File: src/rtl/tqv_spi_reg_master.sv
// SPI mode-0 register-access initiator for the TinyQV peripheral harness.
// A frame is a 9-bit header {rw, txn_width, addr} sent MSB first. A write
// follows it with N data bits. A read follows it with READ_GAP dummy bits
// and then N bits captured from miso.
//
// Host handshake: start is sampled only while busy=0, and the request
// fields are latched on that cycle. From the next cycle busy stays 1 until
// the inter-frame gap ends. done pulses for one cycle on the cycle cs_n
// rises. On a read, rdata is already valid on that cycle.
//
// All outputs come from registers, so the SPI pins are glitch-free.
module tqv_spi_reg_master #(
    parameter int CLK_DIV  = 4,
    parameter int READ_GAP = 8
) (
    input  logic        clk,
    input  logic        rst,
    input  logic        start,
    input  logic        rw,
    input  logic [1:0]  txn_width,
    input  logic [5:0]  addr,
    input  logic [31:0] wdata,
    output logic        busy,
    output logic        done,
    output logic [31:0] rdata,
    output logic        spi_cs_n,
    output logic        spi_clk,
    output logic        spi_mosi,
    input  logic        spi_miso
);

    // Header plus the widest write payload.
    localparam int TXW = 41;
    localparam int CW  = $clog2(CLK_DIV);
    localparam logic [CW-1:0] DIV_LAST = CW'(CLK_DIV - 1);
    // The GAP state lasts one cycle less than CLK_DIV. The IDLE cycle that
    // accepts the next start is still cs_n-high, so back-to-back frames are
    // separated by exactly CLK_DIV cycles.
    localparam logic [CW-1:0] GAP_LAST = CW'(CLK_DIV - 2);

    typedef enum logic [2:0] {
        IDLE  = 3'd0,
        SETUP = 3'd1,
        SHIFT = 3'd2,
        HOLD  = 3'd3,
        GAP   = 3'd4
    } state_t;

    state_t           state_q;
    logic [CW-1:0]    cnt_q;
    logic [5:0]       bits_q;
    logic [5:0]       n_q;
    logic             rw_q;
    logic [TXW-1:0]   tx_q;
    logic [31:0]      rx_q;
    logic             busy_q;
    logic             done_q;
    logic [31:0]      rdata_q;
    logic             cs_n_q;
    logic             sclk_q;
    logic             mosi_q;

    logic [5:0]       n_d;
    logic [8:0]       hdr_d;
    logic [TXW-1:0]   tx_d;
    logic [5:0]       bits_d;

    // Build the frame image and bit count from the request fields.
    always_comb begin
        hdr_d = {rw, txn_width, addr};
        n_d   = 6'd32;
        tx_d  = {hdr_d, 32'h0};
        case (txn_width)
            2'b00:   n_d = 6'd8;
            2'b01:   n_d = 6'd16;
            default: n_d = 6'd32;
        endcase
        if (rw) begin
            case (txn_width)
                2'b00:   tx_d = {hdr_d, wdata[7:0], 24'h0};
                2'b01:   tx_d = {hdr_d, wdata[15:0], 16'h0};
                default: tx_d = {hdr_d, wdata};
            endcase
        end
        bits_d = rw ? (6'd9 + n_d) : (6'(9 + READ_GAP) + n_d);
    end

    // Frame sequencer: IDLE -> SETUP -> SHIFT -> HOLD -> GAP -> IDLE.
    always_ff @(posedge clk or posedge rst) begin
        if (rst) begin
            state_q <= IDLE;
            cnt_q   <= '0;
            bits_q  <= '0;
            n_q     <= '0;
            rw_q    <= 1'b0;
            tx_q    <= '0;
            rx_q    <= '0;
            busy_q  <= 1'b0;
            done_q  <= 1'b0;
            rdata_q <= '0;
            cs_n_q  <= 1'b1;
            sclk_q  <= 1'b0;
            mosi_q  <= 1'b0;
        end else begin
            done_q <= 1'b0;
            case (state_q)
                IDLE: begin
                    if (start) begin
                        rw_q    <= rw;
                        n_q     <= n_d;
                        // The first bit goes straight to mosi. tx_q holds
                        // the bits still to be sent.
                        mosi_q  <= tx_d[TXW-1];
                        tx_q    <= {tx_d[TXW-2:0], 1'b0};
                        bits_q  <= bits_d;
                        rx_q    <= '0;
                        cs_n_q  <= 1'b0;
                        busy_q  <= 1'b1;
                        cnt_q   <= DIV_LAST;
                        state_q <= SETUP;
                    end
                end
                SETUP: begin
                    if (cnt_q == '0) begin
                        cnt_q   <= DIV_LAST;
                        state_q <= SHIFT;
                    end else begin
                        cnt_q <= cnt_q - 1'b1;
                    end
                end
                SHIFT: begin
                    if (cnt_q != '0) begin
                        cnt_q <= cnt_q - 1'b1;
                    end else begin
                        cnt_q <= DIV_LAST;
                        if (!sclk_q) begin
                            sclk_q <= 1'b1;
                        end else begin
                            // End of the high phase: sample miso, drop
                            // SCLK and present the next bit together.
                            sclk_q <= 1'b0;
                            if (!rw_q && (bits_q <= n_q)) begin
                                rx_q <= {rx_q[30:0], spi_miso};
                            end
                            if (bits_q == 6'd1) begin
                                mosi_q  <= 1'b0;
                                state_q <= HOLD;
                            end else begin
                                bits_q <= bits_q - 1'b1;
                                mosi_q <= tx_q[TXW-1];
                                tx_q   <= {tx_q[TXW-2:0], 1'b0};
                            end
                        end
                    end
                end
                HOLD: begin
                    if (cnt_q == '0) begin
                        cs_n_q  <= 1'b1;
                        done_q  <= 1'b1;
                        if (!rw_q) begin
                            rdata_q <= rx_q;
                        end
                        cnt_q   <= GAP_LAST;
                        state_q <= GAP;
                    end else begin
                        cnt_q <= cnt_q - 1'b1;
                    end
                end
                GAP: begin
                    if (cnt_q == '0) begin
                        busy_q  <= 1'b0;
                        state_q <= IDLE;
                    end else begin
                        cnt_q <= cnt_q - 1'b1;
                    end
                end
                default: begin
                    state_q <= IDLE;
                end
            endcase
        end
    end

    assign busy     = busy_q;
    assign done     = done_q;
    assign rdata    = rdata_q;
    assign spi_cs_n = cs_n_q;
    assign spi_clk  = sclk_q;
    assign spi_mosi = mosi_q;

endmodule

File: config.mk
export PLATFORM = sky130hd
export DESIGN_NAME = tqv_spi_reg_master
export DESIGN_NICKNAME = d
export VERILOG_FILES = /design/src/rtl/tqv_spi_reg_master.sv
export SDC_FILE = /design/constraint.sdc
export NUM_CORES = 1
export LEC_CHECK = 0
export BUFFER_PORTS_ARGS = -buffer_cell sky130_fd_sc_hd__buf_2
export CAP_MARGIN = 20
export CELL_PAD_IN_SITES_DETAIL_PLACEMENT = 1
export CELL_PAD_IN_SITES_GLOBAL_PLACEMENT = 1
export CORE_ASPECT_RATIO = 2
export CORE_UTILIZATION = 49
export DETAILED_ROUTE_END_ITERATION = 16
export PLACE_DENSITY = 0.81
export RECOVER_POWER = 50
export SETUP_SLACK_MARGIN = 0.2
export SKIP_CTS_REPAIR_TIMING = 1
export SLEW_MARGIN = 20
export SYNTH_ARGS = -nofsm -noshare
export SYNTH_HDL_FRONTEND = slang
export SYNTH_SLANG_ARGS = --single-unit
File: constraint.sdc
create_clock -name clk -period 6.8 [get_ports clk]
set_input_delay 0.34 -clock clk [delete_from_list [all_inputs] [get_ports clk]]
set_output_delay 0.34 -clock clk [all_outputs]
set_load 0.05 [all_outputs]
### Yosys cells after proc, flatten, opt, wreduce, memory -nomap -nowiden

Index checks and enable logic that the tools add are counted.

| storage, ports and cells | value |
|---|---|
| register bits | 128 |
| output and inout bits | 37 |
| bits of input ports | 45 |
| word-level logic and storage cells | 103 |

| operators by class | value |
|---|---|
| reductions and logical operators | 20 |
| multiplexer cells | 47 |
| bitwise logic cells | 2 |
| add/sub/neg operators | 4 |
| equality and inequality tests | 16 |
| $lt $le $gt $ge | 1 |

Operator list:

| cell | number |
|---|---|
| 41-bit 2-to-1 mux | 5 |
| 32-bit 2-to-1 mux | 4 |
| 32-bit one-hot mux with 2 select lines | 2 |
| 41-bit one-hot mux with 2 select lines | 1 |
| 6-bit 2-to-1 mux | 5 |
| 6-bit one-hot mux with 2 select lines | 2 |
| 3-bit 2-to-1 mux | 7 |
| 2-bit inequality test, second input constant | 10 |
| 3-bit one-hot mux with 5 select lines | 1 |
| 3-bit AND reduction | 4 |
| 1-bit 2-to-1 mux | 11 |
| 2-bit 2-to-1 mux | 5 |
| 2-bit one-hot mux with 5 select lines | 1 |
| 5-bit AND reduction | 2 |
| 2-bit nonzero test | 4 |
| 7-bit AND reduction | 1 |
| 4-bit by 6-bit adder with 6-bit output, first input constant | 1 |
| 5-bit by 6-bit adder with 6-bit output, first input constant | 1 |
| 3-bit by 2-bit == test with 1-bit output, second input constant | 2 |
| 6-bit by 1-bit == test with 1-bit output, second input constant | 1 |
| 6-bit <= comparator | 1 |
| 1-bit one-hot mux with 2 select lines | 3 |
| 6-bit by 1-bit subtractor with 6-bit output, second input constant | 1 |
| 5-bit nonzero test | 1 |
| other kinds (11) | 14 |

### Longest topological paths before layout

Gate-level depths: netlist of the first run.

| logic depth | value |
|---|---|
| depth in word-level cells | 6 |
| depth in mapped cells | 9 |
| gate-level depth less buffers | 6 |

### Worst setup path before layout of the first run

OpenSTA, ideal clock, no wires.

| timing path | value |
|---|---|
| kind | reg-to-reg |
| start point | reg cnt_q[0] |
| end point | reg rdata_q[0] (netlist: rdata[0]) |
| path slack | 4.823 ns |
| data required time | 6.675 ns |
| library setup time | 0.125 ns |
| stages on the path, launching flop included | 8 |
| period minus slack after synthesis | 1.977 ns |
| buffers on the path | 2 |
| data arrival time | 1.852 ns |
| cells stage by stage | dfrtp_1 > inv_1 > ha_1 > clkbuf_1 > nand4b_1 > nor2_1 > buf_2 > mux2_2 |

| between the ends | value |
|---|---|
| cells in the longest elaborated chain, start to end | 2 |

Ends and longest elaborated chain:

| item | line | source |
|---|---|---|
| from (decl) | 50 | `logic [CW-1:0] cnt_q;` |
| from (signal assigned) | 128 | `cnt_q <= cnt_q - 1'b1;` |
| from (signal assigned) | 133 | `cnt_q <= cnt_q - 1'b1;` |
| from (signal assigned) | 166 | `cnt_q <= cnt_q - 1'b1;` |
| 2-bit zero test | 157 | `if (cnt_q == '0) begin` |
| 3-bit AND reduction (no source line) | - |  |
| to (signal assigned) | 161 | `rdata_q <= rx_q;` |
| to (decl) | 58 | `logic [31:0] rdata_q;` |

No other way between the ends.
A chain may end at the register's enable or synchronous reset.

### Worst setup path after layout of the first run

| timing path | value |
|---|---|
| start point | reg cnt_q[0] |
| end point | reg tx_q[39] |

| between the ends | value |
|---|---|
| cells in the longest elaborated chain, start to end | 3 |

Ends and longest elaborated chain:

| item | line | source |
|---|---|---|
| 2-bit nonzero test | 132 | `if (cnt_q != '0) begin` |
| 2-bit inequality test (no source line) | - |  |
| 5-bit AND reduction (no source line) | - |  |
| to (signal assigned) | 114 | `tx_q <= {tx_d[TXW-2:0], 1'b0};` |
| to (signal assigned) | 151 | `tx_q <= {tx_q[TXW-2:0], 1'b0};` |
| to (decl) | 54 | `logic [TXW-1:0] tx_q;` |

No other way between the ends.

==> flow_metrics.tcl, run 1 <==
set metrics [dict create \
    synth_top_area_share_pct 53.6 \
    antenna_left 0 \
    reg2regPathDepth 7 \
    ios 82 \
    r2r_start "cnt_q[0]$_DFFE_PP0P_" \
    via_count 4516 \
    met3_length_um 412 \
    die-area_um2 12200 \
    final_nets 635 \
    cp_cell_sequence "inv_1, ha_1, nand3_1, a211oi_4, buf_4, or2_2, a31oi_1" \
    hold_end "rx_q[0]$_DFFE_PP0P_" \
    clock_skew_ns 0.00977 \
    cp_max_fo 48 \
    fin_tns_setup_ns 0 \
    drtIter0Drc 187 \
    synth_compound_area_share_pct 18.6 \
    globalplace.congestion 0.824 \
    synth.mux.area_fraction_pct 8.06 \
    finalSetupViolCount 0 \
    yosys.area.top_type "dfrtp_1" \
    fin_crit_sh_pct 44.2 \
    syn_avg_cell_area_um2 11.0 \
    cts_buffers 17 \
    status "complete, but fails checks" \
    holdCritStartpoint "spi_miso" \
    hold_viol_final 0 \
    firstDrtPassIters 6 \
    synth_cells 520 \
    vias_per_cell 6.14 \
    yosys_warnings 0 \
    finalWirelength_mm 15.6 \
    clk_latency_ns 0.42 \
    worstHoldPathCells 2 \
    critical_path.top_delay_family "simple AND/OR/NAND/NOR gates" \
    cellPowerDensity_nw_per_um2 261 \
    syn_to_final_growth_pct 17.7 \
    critPathArrivalTime_ns 3.24 \
    synth_top_family_by_area "compound AO/OA/AOI/OAI gates" \
    grt_usage_pct 28.2 \
    synthSimpleGateAreaFrac_pct 11.5 \
    dpl_cell_area_um2 6190 \
    synth_xor_area_share_pct 0.610 \
    worst_slew_pin_slew_ns 1.93 \
    fp.dieW_um 78.6 \
    critPathKind "register to register" \
    hpwl_mm 10.1 \
    cp-start-kind "register" \
    maxCapViolations 1 \
    grt_pass1_vias 5083 \
    synth_commonest_cells "123 x dfrtp_1, 43 x nor3_1, 40 x nand2_1" \
    critPathRequiredTime_ns 7.03 \
    core.rowCount 55 \
    path_buf_inv 2 \
    setup_ws_ns 3.79 \
    ctsHtreeMaxLevel 4 \
    fmax_mhz 332 \
    synth_area_leaders "dfrtp_1 54%, mux2_2 6.7%, a32o_1 5.6%, nor3_1 3.7%, a21oi_1 3.1%" \
    synth_adder_area_share_pct 2.31 \
    synth_cell_types 49 \
    async_flop_share_pct 100 \
    synth_area_um2 5740 \
    ys_seq_area_share_pct 54.0 \
    failed_checks "max-capacitance violations, max-slew violations" \
    synth_edf_count 0 \
    slew_headroom_pct -29.3 \
    top_layer "met4" \
    hold_path.class "primary input to register" \
    grt.overflow.total 0 \
    remaining_drc_errors 0 \
    critPathMaxStageDelay_ns 0.77 \
    peakVddDrop_uv 209 \
    pre_cts_ws_ns 3.82 \
    antenna_found_initial 0 \
    wl_per_cell_um 21.3 \
    io_buffer_count 81 \
    timing.rr.end "tx_q[39]$_DFFE_PP0P_" \
    start_util_pct 50.6 \
    power.leakage_uw 0.00320 \
    r2r_setup_slack_ns 3.79 \
    grt_max_degree 84 \
    drive_above_1_share_pct 26.0 \
    syn_nets 575 \
    clock_sinks 124 \
    grt_first_pass_wirelength_mm 26.1 \
    rsz0062_at_grt "no" \
    period_needed_ns 3.01 \
    final_area_um2 6760 \
    crit_slowest_cell "or2_2" \
    coreArea_um2 11400 \
    cts.clk_slew.worst_paths_ns 0.06 \
    max-clock-path-buffers 2 \
    n_antenna_cell 0 \
    slew_violations 43 \
    met1_length_mm 5.93 \
    cts_tree "built" \
    synth.most_common_cell "dfrtp_1" \
    end_kind "register" \
    cts_root_buffer "clkbuf_16" \
    die_h_um 155 \
    ys.flop_type "dfrtp_1" \
    yosys_register_bits 124 \
    met2_length_mm 8.77 \
]
[per-stage QoR]
| step | util (%) | total power [µW] | hold slack [ns] | instances |
|---|---|---|---|---|
| 2_1_floorplan | - | 829 | 0.473 | 520 |
| 3_3_place_gp | 54.5 | 862 | 0.424 | 703 |
| 3_5_place_dp | 54.5 | 867 | 0.428 | 703 |
| 4_1_cts | 59.7 | 1780 | -0.0274 | 735 |
| 5_1_grt | 59.5 | 1810 | 0.173 | 735 |
| 6_report | 59.5 | 1760 | 0.164 | 735 |
[kinds of logic after synthesis]
family	after synthesis
compound gates	145
xor+xnor	4
fa+ha+maj	10
buf+inv	63
flops	124
mux	42
simple gates	132
[metal layers]
layer | global-route usage [%] | up-vias
met2 | 50.6 | 124
met1 | 31.2 | 2295
li1 | - | 2054
met3 | 4.87 | 43
met4 | 14.4 | 0
met5 | 0 | -
[power breakdown]
group | leakage [µW] | internal [µW] | switching, µW | total, µW
sequential | 0.00164 | 755 | 12.5 | 767
combinational | 0.00129 | 35.7 | 51.6 | 87.4
clock | 0.000272 | 547 | 361 | 908
total | 0.00320 | 1340 | 425 | 1760
[cells in the final DEF, fill, tap and decap left out, drive strengths merged, types with 2 or more instances in the layout]
cell / Yosys / final
clkinv: 0 / 2
o21a: 2 / 2
o32a: 2 / 2
bufinv: 0 / 2
nor2b: 2 / 2
a21oi: 36 / 36
ha: 9 / 9
or3b: 2 / 2
and3: 10 / 10
clkbuf: 20 / 35
and2: 8 / 8
a31oi: 20 / 20
a221oi: 8 / 8
mux2: 34 / 34
mux2i: 8 / 8
nor2: 11 / 11
nand4: 2 / 2
o311a: 2 / 2
a22oi: 15 / 15
xnor2: 4 / 4
clkinvlp: 0 / 6
o211ai: 4 / 4
o21ai: 18 / 18
buf: 28 / 72
inv: 15 / 19
or2: 3 / 3
a32o: 32 / 32
nor3: 43 / 43
nand2: 40 / 40
dfrtp: 123 / 123
nand2b: 4 / 4
nand3: 2 / 2
[layout make-up]
cell class	instances	area [µm²]
fill	1236	4590
tap	142	178
clock inverter	14	161
sequential	124	3100
multi-input combinational	333	2380
clock buffer	18	429
inverter	15	57.6
timing repair buffer	89	448
[registers in the layout, indices dropped and copies added (netlist names)]
| signal | cells |
|---|---|
| tx_q | 40 |
| rdata | 32 |
| rx_q | 32 |
| bits_q | 6 |
| n_q | 3 |
| state_q | 3 |
| cnt_q | 2 |
| busy | 1 |
| done | 1 |
| rw_q | 1 |
| spi_clk | 1 |
| spi_cs_n | 1 |
| spi_mosi | 1 |
[how the worst max path moves through the flow]
| stage | start | endpoint | slack, ns | cells after the start |
|---|---|---|---|---|
| global route | cnt_q[0]$_DFFE_PP0P_ | bits_q[2]$_DFFE_PP0P_ | 3.50 | 7 |
| detailed placement | cnt_q[0]$_DFFE_PP0P_ | bits_q[3]$_DFFE_PP0P_ | 3.82 | 7 |
| floorplan | rst | bits_q[0]$_DFFE_PP0P_ | 3.16 | 1 |
| global placement | cnt_q[0]$_DFFE_PP0P_ | bits_q[3]$_DFFE_PP0P_ | 3.99 | 7 |
| CTS | cnt_q[0]$_DFFE_PP0P_ | tx_q[39]$_DFFE_PP0P_ | 3.83 | 7 |
| finish | cnt_q[0]$_DFFE_PP0P_ | tx_q[39]$_DFFE_PP0P_ | 3.79 | 7 |
(Power assumes the default switching activity.)
==> inputs of run 2 (changes only) <==
CORE_UTILIZATION = 41   (was 49)
PLACE_DENSITY = 0.72   (was 0.81)
clock period = 2.5 ns   (was 6.8 ns; I/O delays follow)
==> flow_metrics.tcl, run 2 (synthesized netlist as in run 1, its figures left out) <==
set metrics [dict create \
    end_kind "register" \
    die-area_um2 14500 \
    cellPowerDensity_nw_per_um2 689 \
    timing.hold.ws_ns -0.0104 \
    fin_crit_sh_pct 84.4 \
    ctsHtreeMaxLevel 4 \
    finalSetupViolCount 0 \
    final_nets 649 \
    slew_violations 125 \
    grt_usage_pct 22.0 \
    die_h_um 169 \
    r2r_setup_slack_ns 0.39 \
    fin_tns_setup_ns 0 \
    cts_root_buffer "clkbuf_16" \
    status "complete, but fails checks" \
    wl_per_cell_um 18.9 \
    hpwl_mm 10.2 \
    fmax_mhz 474 \
    cts_tree "built" \
    cp_cell_sequence "inv_1, ha_1, nand3_1, a21oi_1, o2111a_1, buf_12, a32o_1" \
    failed_checks "negative hold slack, max-capacitance violations, max-slew violations" \
    critPathArrivalTime_ns 2.45 \
    cts.clk_slew.worst_paths_ns 0.06 \
    critPathRequiredTime_ns 2.84 \
    slew_headroom_pct -11.9 \
    critPathKind "register to register" \
    clock_sinks 124 \
    firstDrtPassIters 5 \
    clk_latency_ns 0.41 \
    met1_usage_pct 23.9 \
    grt.busiest_layer "met2" \
    start_util_pct 42.3 \
    via_count 4503 \
    syn_to_final_growth_pct 21.4 \
    grt_pass1_vias 4906 \
    drtIter0Drc 162 \
    cts_buffers 17 \
    vias_per_cell 5.68 \
    globalplace.congestion 0.809 \
    n_antenna_cell 0 \
    grt_first_pass_wirelength_mm 24.7 \
    crit_slowest_cell "dfrtp_1" \
    finalCoreUtilization_pct 51.3 \
    finalWirelength_mm 14.9 \
    peakVddDrop_uv 469 \
    drive_above_1_share_pct 26.5 \
    max-clock-path-buffers 2 \
    largest_register_ffs 40 \
    final_common_cell "dfrtp_1" \
    coreArea_um2 13600 \
    antenna_found_initial 0 \
    grt_util_met2_pct 41.4 \
    maxCapViolations 1 \
    grt_max_degree 125 \
    fp.dieW_um 85.7 \
    use_met3_pct 3.55 \
    grt.overflow.total 0 \
    cp_max_fo 32 \
    cp-start-kind "register" \
    regMostFlops "tx_q" \
    ios 82 \
    period_needed_ns 2.11 \
    rsz0062_at_grt "no" \
    worst_slew_pin_slew_ns 1.68 \
    clock_skew_ns 0.00846 \
    power.leakage_uw 0.00329 \
    io_buffer_count 81 \
    hold_path.class "primary input to register" \
    most-common-layout-cells "123 x dfrtp_1, 62 x buf_2, 43 x nor3_1" \
    setup_ws_ns 0.390 \
    pre_cts_ws_ns 0.399 \
    hold_viol_final 1 \
    antenna_left 0 \
    core.rowCount 60 \
    remaining_drc_errors 0 \
    critPathMaxStageDelay_ns 0.40 \
]
-- run 2: cell type report --
cell class                      count  area, µm²
Clock inverter                     14        161
Tap cell                          186        233
Sequential cell                   124       3100
Timing Repair Buffer              103        597
Multi-Input combinational cell    333       2380
Fill cell                        1487       6610
Inverter                           15       60.1
Clock buffer                       18        439
-- run 2: where the power goes --
| part | internal (µW) | switching [µW] | leakage [µW] |
|---|---|---|---|
| logic | 103 | 138 | 0.00135 |
| registers | 2050 | 32.5 | 0.00164 |
| clock network | 1520 | 962 | 0.000295 |
-- run 2: worst paths after layout --
path | startpoint | end | cells after the start
min reg2reg | spi_cs_n$_DFFE_PP1P_ | spi_cs_n$_DFFE_PP1P_ | 2
max | cnt_q[0]$_DFFE_PP0P_ | rx_q[27]$_DFFE_PP0P_ | 7
max in group asynchronous | rst | state_q[0]$_DFFE_PP0P_ | 4
min | addr[1] | tx_q[34]$_DFFE_PP0P_ | 3
min in group asynchronous | rst | rx_q[1]$_DFFE_PP0P_ | 4
max reg2reg | cnt_q[0]$_DFFE_PP0P_ | rx_q[27]$_DFFE_PP0P_ | 7
-- run 2: through the flow --
stage / power (µW) / cell area [µm²] / cells
floorplan: 2260 / 5750 / 520
global placement: 2350 / 6360 / 756
detailed placement: 2360 / 6360 / 756
CTS: 4860 / 6960 / 788
global route: 4960 / 6980 / 793
finish: 4800 / 6980 / 793
-- run 2: routing by layer --
metal,part of all wire [%],up-vias
met2,57,101
met1,38,2304
met3,2.5,24
met4,2.6,0
met5,0,-
li1,-,2074
-- run 2: worst max-delay path: cells and delay by family, from the launching register on --
family	cells	cell delay (ns)
flops	1	0.40
fa+ha+maj	1	0.33
compound gates	3	0.73
buf+inv	2	0.33
simple gates	1	0.26
